## src/rtl/traffic_phase_scheduler.sv

```systemverilog
// Car/pedestrian crossing phase controller: latches button requests, enforces minimum car green,
// then runs yellow, all-red, walk, flashing-clear and all-red before returning to car green.
module traffic_phase_scheduler #(
    parameter int unsigned PRESCALE    = 1000000,
    parameter int unsigned T_MIN_GREEN = 30,
    parameter int unsigned T_YELLOW    = 4,
    parameter int unsigned T_ALLRED    = 2,
    parameter int unsigned T_WALK      = 10,
    parameter int unsigned T_FLASH     = 6
) (
    input  logic       CLK,
    input  logic       RST,
    input  logic       TESTMODE,
    input  logic       PED_REQ,
    output logic       G_CAR,
    output logic       Y_CAR,
    output logic       R_CAR,
    output logic       G_PEDES,
    output logic       R_PEDES,
    output logic       PED_WAIT,
    output logic [2:0] PHASE
);

    localparam int unsigned PW = (PRESCALE > 2) ? $clog2(PRESCALE) : 1;

    typedef enum logic [2:0] {
        StCarGreen = 3'd0,
        StYellow   = 3'd1,
        StAllRed1  = 3'd2,
        StWalk     = 3'd3,
        StFlash    = 3'd4,
        StAllRed2  = 3'd5
    } state_e;

    state_e        state_q, state_d;
    logic [7:0]    cnt_q, cnt_d;
    logic          flash_q, flash_d;
    logic          pending_q, pending_d;
    logic [PW-1:0] presc_q, presc_d;
    logic          sync1_q, sync2_q, sync3_q;
    logic          tick;
    logic          ped_edge;

    function automatic logic [7:0] phase_len(input state_e s);
        case (s)
            StYellow:             phase_len = 8'(T_YELLOW - 1);
            StAllRed1, StAllRed2: phase_len = 8'(T_ALLRED - 1);
            StWalk:               phase_len = 8'(T_WALK - 1);
            StFlash:              phase_len = 8'(T_FLASH - 1);
            default:              phase_len = 8'(T_MIN_GREEN - 1);
        endcase
    endfunction

    // Test mode holds the prescaler at zero, so either direction of toggle restarts the count.
    always_comb begin
        presc_d = '0;
        tick    = 1'b1;
        if (!TESTMODE) begin
            tick = (presc_q == PW'(PRESCALE - 1));
            if (!tick) presc_d = presc_q + PW'(1);
        end
    end

    assign ped_edge = sync2_q & ~sync3_q;

    always_comb begin
        state_d = state_q;
        cnt_d   = cnt_q;
        flash_d = flash_q;
        if (tick) begin
            if (cnt_q != 8'd0) begin
                cnt_d = cnt_q - 8'd1;
            end else begin
                case (state_q)
                    StCarGreen: if (pending_q) state_d = StYellow;
                    StYellow:   state_d = StAllRed1;
                    StAllRed1:  state_d = StWalk;
                    StWalk:     state_d = StFlash;
                    StFlash:    state_d = StAllRed2;
                    default:    state_d = StCarGreen;
                endcase
            end
            if (state_q == StFlash) flash_d = ~flash_q;
        end
        // Codes 6 and 7 recover regardless of tick.
        if (state_q > StAllRed2) state_d = StCarGreen;
        if (state_d != state_q) begin
            cnt_d   = phase_len(state_d);
            flash_d = 1'b0;
        end
    end

    // Entry to WALK clears after the set so a coincident edge is dropped.
    always_comb begin
        pending_d = pending_q;
        if (ped_edge && state_q != StWalk && state_q != StFlash) pending_d = 1'b1;
        if (state_d == StWalk && state_q != StWalk) pending_d = 1'b0;
    end

    always_ff @(posedge CLK or posedge RST) begin
        if (RST) begin
            state_q   <= StCarGreen;
            cnt_q     <= 8'(T_MIN_GREEN - 1);
            flash_q   <= 1'b0;
            pending_q <= 1'b0;
            presc_q   <= '0;
            sync1_q   <= 1'b0;
            sync2_q   <= 1'b0;
            sync3_q   <= 1'b0;
        end else begin
            state_q   <= state_d;
            cnt_q     <= cnt_d;
            flash_q   <= flash_d;
            pending_q <= pending_d;
            presc_q   <= presc_d;
            sync1_q   <= PED_REQ;
            sync2_q   <= sync1_q;
            sync3_q   <= sync2_q;
        end
    end

    always_comb begin
        G_CAR   = 1'b0;
        Y_CAR   = 1'b0;
        R_CAR   = 1'b0;
        G_PEDES = 1'b0;
        R_PEDES = 1'b0;
        case (state_q)
            StYellow: begin
                Y_CAR   = 1'b1;
                R_PEDES = 1'b1;
            end
            StAllRed1, StAllRed2: begin
                R_CAR   = 1'b1;
                R_PEDES = 1'b1;
            end
            StWalk: begin
                R_CAR   = 1'b1;
                G_PEDES = 1'b1;
            end
            StFlash: begin
                R_CAR   = 1'b1;
                G_PEDES = flash_q;
            end
            default: begin
                G_CAR   = 1'b1;
                R_PEDES = 1'b1;
            end
        endcase
    end

    assign PED_WAIT = pending_q;
    assign PHASE    = state_q;

endmodule

```

## config.mk

```make
export PLATFORM = sky130hd
export DESIGN_NAME = traffic_phase_scheduler
export DESIGN_NICKNAME = d
export VERILOG_FILES = /design/src/rtl/traffic_phase_scheduler.sv
export SDC_FILE = /design/constraint.sdc
export NUM_CORES = 1
export LEC_CHECK = 0
export ABC_AREA = 1
export CAP_MARGIN = 40
export CORE_MARGIN = 3
export CORE_UTILIZATION = 55
export DETAILED_ROUTE_END_ITERATION = 16
export DONT_BUFFER_PORTS = 1
export HOLD_SLACK_MARGIN = 0.06
export PLACE_DENSITY_LB_ADDON = 0.05
export RECOVER_POWER = 100
export SYNTH_ARGS = -nofsm -noshare
export SYNTH_HDL_FRONTEND = slang
export SYNTH_SLANG_ARGS = --single-unit
```

## constraint.sdc

```tcl
create_clock -name CLK -period 5.9 [get_ports CLK]
set_clock_uncertainty 0.1 [all_clocks]
set_input_delay 1.18 -clock CLK [delete_from_list [all_inputs] [get_ports CLK]]
set_output_delay 1.18 -clock CLK [all_outputs]
set_load 0.05 [all_outputs]
```

==> results of run 1 <==
## per-layer routing
| layer | part of all wire [%] | up-vias | track usage, % | wire (µm) |
|---|---|---|---|---|
| li1 | - | 912 | - | - |
| met1 | 53 | 776 | 28.0 | 2180 |
| met2 | 41 | 29 | 27.9 | 1690 |
| met3 | 3.8 | 8 | 5.83 | 156 |
| met4 | 1.4 | 0 | 7.44 | 59 |
| met5 | 0 | - | 0 | 0 |
## cells by family (layout without fill, tap and decap cells)
kind of cell             after synthesis  in the layout
XOR/XNOR                               8              8
adder cells (fa/ha/maj)                4              4
buffers and inverters                 39             47
AO/OA/AOI/OAI                         31             31
AND/OR/NAND/NOR                      159            159
flip-flops                            36             36
## power by group through the flow
| stage | sequential, µW | combinational (µW) | clock [µW] |
|---|---|---|---|
| detailed placement | 376 | 479 | 0 |
| finish | 372 | 446 | 172 |
| global route | 379 | 515 | 188 |
| CTS | 372 | 480 | 179 |
| floorplan | 363 | 410 | 0 |
| global placement | 376 | 467 | 0 |
## through the flow
step / area (µm²) / utilization [%] / hold WS, ns
6_report: 2230 / 60.1 / 0.256
5_1_grt: 2230 / 60.1 / 0.283
4_1_cts: 2300 / 62.0 / 0.260
3_5_place_dp: 2220 / 59.7 / 0.243
3_3_place_gp: 2200 / 59.3 / 0.234
2_1_floorplan: 2160 / - / 0.231
## Yosys cell counts (all sizes together)
| library cell | instances | area share (%) |
|---|---|---|
| o21ai | 14 | 3.4 |
| nor3 | 8 | 2.3 |
| nand4 | 13 | 4.5 |
| nor4 | 2 | 0.58 |
| o21a | 3 | 1.0 |
| xor2 | 4 | 1.6 |
| nand3b | 1 | 0.35 |
| nand2 | 70 | 14 |
| dfstp | 4 | 4.9 |
| buf | 3 | 1.1 |
| a211oi | 1 | 0.35 |
| nor2 | 42 | 8.3 |
| xnor2 | 4 | 1.6 |
| a21oi | 13 | 3.5 |
| nand3 | 23 | 7.0 |
| dfrtp | 32 | 37 |
| clkinv | 1 | 0.23 |
| inv | 35 | 6.1 |
| ha | 4 | 2.3 |
## final cells by class
class	instances	area share [%]
Tap cell	48	2.69
Inverter	36	6.11
Timing Repair Buffer	3	0.504
Sequential cell	36	40.6
Clock buffer	7	3.42
Multi-Input combinational cell	202	46.3
Clock inverter	1	0.392
## worst reg2reg max path: stages (launching register included)
cell and delay (ns):
dfrtp_1 0.81, inv_1 0.24, nand2_1 0.17, nor2_4 0.04, nor2_1 0.81, nand2_2 0.05, o21ai_0 0.13, nand2_2 0.10
nand3_1 0.25, nand2_1 0.08, nand2_1 0.08, nand3_1 0.25, nand2_1 0.16, nand2_1 0.07, nand2_1 0.06, nand2_1 0.05
## sequential cells by signal, indices dropped and copies added (netlist names)
register / cells
sync1_q: 1
presc_q: 20
cnt_q: 8
flash_q: 1
sync3_q: 1
sync2_q: 1
PED_WAIT: 1
PHASE: 3
## worst paths after layout
check                              start        to  slack, ns  cells after the start
worst max-delay path            PHASE[1]   G_PEDES       1.79                      5
worst min-delay path             sync1_q   sync2_q       0.26                      0
worst max register to register  PHASE[1]  cnt_q[3]       2.39                     15
worst min register to register   sync1_q   sync2_q       0.26                      0
max in group asynchronous            RST  PHASE[2]       3.21                      2
min in group asynchronous            RST   sync3_q       1.38                      2
==> impl_metrics.ini, run 1 <==
[run_status]
run_status = finished, violations left
violations = max-capacitance violations, max-slew violations

[routing]
drt_pre_antenna_iters = 4
detailedRoute.firstIterationViolations = 145
drt_wl_total_um = 4090
vias_per_cell = 5.18
detail_route.drc_violations = 0
routedWlPerCell_um = 12.3
dr_total_vias = 1725
route.antenna.remaining_nets = 0

[synth]
netlist-cell-type-count = 33
synthesis.area_per_instance_um2 = 7.79
number_of_warnings_issued_by_yosys = 0
syn_inst = 277
compound_cell_area_share_of_the_yosys_netlist_pct = 8.35
synth_top_family_by_area = simple AND/OR/NAND/NOR gates
synth_xor_area_share_pct = 3.25
simple_gate_area_share_of_the_yosys_netlist_pct = 36.7
synth-seq-cells = 36
synth_area_um2 = 2160
synth_sequential_area_ratio_pct = 42.0
yosys-mux-area-fraction_pct = 0
synth-adder-area-share_pct = 2.32
net_count_synth = 285

[cts]
clock-root-buffer = clkbuf_8
tritoncts = built
cts-htree-levels = 2
postCtsResizedCells = 0
cts_sink_cnt = 36
cts-hold-fix-buffers = 0
clk_transition_reported_paths_ns = 0.07
clock_buffers_created_by_tritoncts = 5
clock_tree.buffer_depth = 2
clk-insertion-delay-late_ns = 0.29
cts.repair_timing.setup_buffer_count = 0

[min_path]
hold_path_class = flip-flop to flip-flop

[finish]
final_layout_size_suffix_gt1_share_pct = 9.12
seqCellArea_um2 = 906
layout.nets = 292
antenna_cells = 0
area_delta_synth_final_pct = 3.48
area_taken_by_multi_input_logic_gates_um2 = 1030
layoutNonFillerInstCount = 333
final_common_cell = nand2_1
layout_common_cells = nand2_1 (64), nor2_1 (39), inv_1 (33)
fillCellCount = 364

[pwr]
power_report.internal_total_uw = 507
vdd_ir_drop_max_mv = 0.268
power.switching_uw = 482
pwr_density_cell_nw_per_um2 = 443
static-leakage-power_uw = 0.00102
switching_part_of_the_total_pct = 48.7
p_seq_share_pct = 37.5
finalPower_uw = 990
pwr-share-clk_pct = 17.4
comb_power_share_pct = 45.1

[sta]
fmax_mhz = 243
period_needed_ns = 4.11
hold_viol = 0
setup_tns_ns = 0
final.setup.worst_slack_ns = 1.79
setup_viol_count_final = 0
worst_slew_pin_slew_ns = 1.95
final.period_utilization_pct = 69.7
grt_setup_unrepaired = false
finalMaxSlewViolations = 37
timing.slew.headroom_pct = -29.8

[global_route]
first_global_vias = 1494
grt_start_max_net_pins = 37
initial_antenna_violation_count = 0
grt_pass1_wl_um = 6800
grt_overflow_total = 0
groute.usage.overall_pct = 19.6

[floorplan]
die_height_um = 68.6
coreArea_um2 = 3720
pin_count = 13
initial_core_util_pct = 58.1
floorplan.die.width_um = 68.6
fp.dieArea_um2 = 4710
placementRows = 22

[setup_path]
path_max_fanout = 10
cp_slowest_stage_delay_ns = 0.81
crit_path_top_delay_cell = dfrtp_1
cp.arrival_ns = 2.83
cp-end-kind = primary output
crit_path_cell_trace = inv_1, nand2_1, nor2_4, nor2_1, nor2_1
crit_type = flip-flop to primary output
path_common_cell = nor2_1
startpoint_types = flip-flop
timing.critical_path.required_ns = 4.62
timing.critical_path.max_delay_family = simple AND/OR/NAND/NOR gates
critPathBufInv = 1

[placed_design]
gpl.final_weighted_congestion = 0.898
post-place-cells = 325
placement.io_buffers = 0
detailedPlacementHpwl_um = 2980
pre_cts_ws_ns = 2.49

[flow_run]
drv.max_cap_violation_count = 1
Note: power is estimated with default switching activity, not from simulation.
==> inputs of run 2 (changes only) <==
Clock period 5.9 ns to 3.74 ns, I/O delays scaled along.
==> run 2 against run 1 <==
Effect of this change:
- sequential cell count stayed put
- cell count is 0.90% higher
- highest routed layer unchanged
- combinational power is 73% higher
- critical path type unchanged
- global-route usage is 1.1 points higher
- non-clock buffer count is 3 higher
- the flow now finishes without violations
- sequential share of layout area is 1.3 points lower
- largest cell class unchanged
- total power is 72% higher
- final area is 3.3% higher
- core utilization is 2.0 points higher
- hold slack worse by 0.010 ns
- die area stayed put
==> impl_metrics.ini, run 2 (same netlist as run 1, synthesis figures left out) <==
[sta]
final.period_utilization_pct = 84.6
fmax_mhz = 316
period_needed_ns = 3.16
hold_viol = 0
finalMaxSlewViolations = 0
setup_tns_ns = 0
grt_setup_unrepaired = false
timing.slew.headroom_pct = 37.2
worst_slew_pin_slew_ns = 0.941
setup_viol_count_final = 0

[routing]
drt_wl_total_um = 4210
route.antenna.remaining_nets = 0
detail_route.drc_violations = 0
dr_total_vias = 1762
drt_pre_antenna_iters = 5
detailedRoute.firstIterationViolations = 152
vias_per_cell = 5.24
routedWlPerCell_um = 12.5

[finish]
regMostFlops = presc_q
area_delta_synth_final_pct = 6.90
antenna_cells = 0
final_layout_size_suffix_gt1_share_pct = 11.1
layout.nets = 295
max_ffs_per_register = 20
postLayoutCellArea_um2 = 2310
layoutNonFillerInstCount = 336
final_common_cell = nand2_1
layout_common_cells = nand2_1 (63), nor2_1 (38), inv_1 (33)

[cts]
cts_sink_cnt = 36
tritoncts = built
cts-hold-fix-buffers = 0
postCtsResizedCells = 0
clk-insertion-delay-late_ns = 0.29
clock_tree.buffer_depth = 2
cts.repair_timing.setup_buffer_count = 0
clk_transition_reported_paths_ns = 0.07
clock_buffers_created_by_tritoncts = 5
cts-htree-levels = 2
clock-root-buffer = clkbuf_8

[setup_path]
critical_path.reg2reg.startpoint = PHASE[2]
startpoint_types = flip-flop
crit_path_end = G_PEDES
crit_cells = 6
r2r_setup_slack_ns = 0.82
crit_path_cell_trace = clkbuf_1, nor2_1, nor2_2, buf_4, nor2_1, clkbuf_1
timing.critical_path.required_ns = 2.89
cp-end-kind = primary output
timing.critical_path.from = PHASE[2]
reg2regPathDepth = 15
cp_slowest_stage_delay_ns = 0.71
critPathBufInv = 3
cp.arrival_ns = 2.32
timing.critical_path.max_delay_family = buffers and inverters
reg2reg_to = cnt_q[3]
path_max_fanout = 7
crit_type = flip-flop to primary output
crit_path_top_delay_cell = clkbuf_1

[placed_design]
post-place-cells = 328
dpl_cell_area_um2 = 2260
gpl.final_weighted_congestion = 0.849
placement.io_buffers = 0
detailedPlacementHpwl_um = 3110

[global_route]
grt_start_max_net_pins = 18
initial_antenna_violation_count = 0
grt_overflow_total = 0
grt_pass1_wl_um = 7230
first_global_vias = 1604
groute.usage.overall_pct = 20.7

[floorplan]
floorplan.die.width_um = 68.6
coreArea_um2 = 3720
fp.dieArea_um2 = 4710
initial_core_util_pct = 58.1
die_height_um = 68.6
placementRows = 22
pin_count = 13

[pwr]
static-leakage-power_uw = 0.00105
pwr_density_cell_nw_per_um2 = 739
vdd_ir_drop_max_mv = 0.343

[min_path]
hold_path_class = input port to async pin

[flow_run]
drv.max_cap_violation_count = 0

[run_status]
run_status = finished, final reports clean
==> run 2: how the worst min path moves through the flow <==
| stage | from | cells after the start | end |
|---|---|---|---|
| finish | RST | 1 | sync2_q |
| global route | sync1_q | 0 | sync2_q |
| CTS | sync1_q | 0 | sync2_q |
| detailed placement | sync1_q | 0 | sync2_q |
| global placement | sync1_q | 0 | sync2_q |
| floorplan | sync1_q | 0 | sync2_q |
==> run 2: worst register-to-register path: stages, from the launching register on <==
cell and delay, ns:
dfrtp_1 0.36, clkbuf_1 0.71, nor2_1 0.24, nor2_2 0.16, buf_4 0.22, nand2_2 0.05
o21ai_0 0.10, nand2_2 0.12, nand3_1 0.25, nand2_1 0.08, nand2_1 0.11, nand3_4 0.13
nand2_1 0.09, nand2_1 0.05, nand2_1 0.05, nand2_1 0.05
==> run 2: metal layers <==
metal,global-route usage [%],vias to the layer above,share of wire [%]
met2,28.0,24,43
met1,30.2,814,53
li1,-,922,-
met3,5.51,2,3.4
met4,9.93,0,0.90
met5,0,-,0
==> run 2: through the flow <==
step,hold slack [ns],utilization (%),setup slack (ns),power (µW)
after floorplan,0.231,-,0.811,1220
after global placement,0.235,60.1,1.20,1360
after detailed placement,0.236,60.8,1.16,1370
after CTS,0.253,64.2,0.825,1750
after global routing,0.259,62.1,0.444,1840
final,0.246,62.1,0.576,1710
==> run 2: area by class of cell <==
cell class | count | area (µm²)
fillers | 336 | 1410
multi-input cells | 202 | 1050
well taps | 48 | 60.1
inverters | 36 | 136
repair buffers | 6 | 26.3
clock buffers | 7 | 96.3
clock inverters | 1 | 30.0
flip-flops and latches | 36 | 906
==> run 2: power breakdown <==
group,total [µW],internal [µW],switching [µW]
Combinational,770,231,539
Sequential,558,456,102
Clock,377,235,142
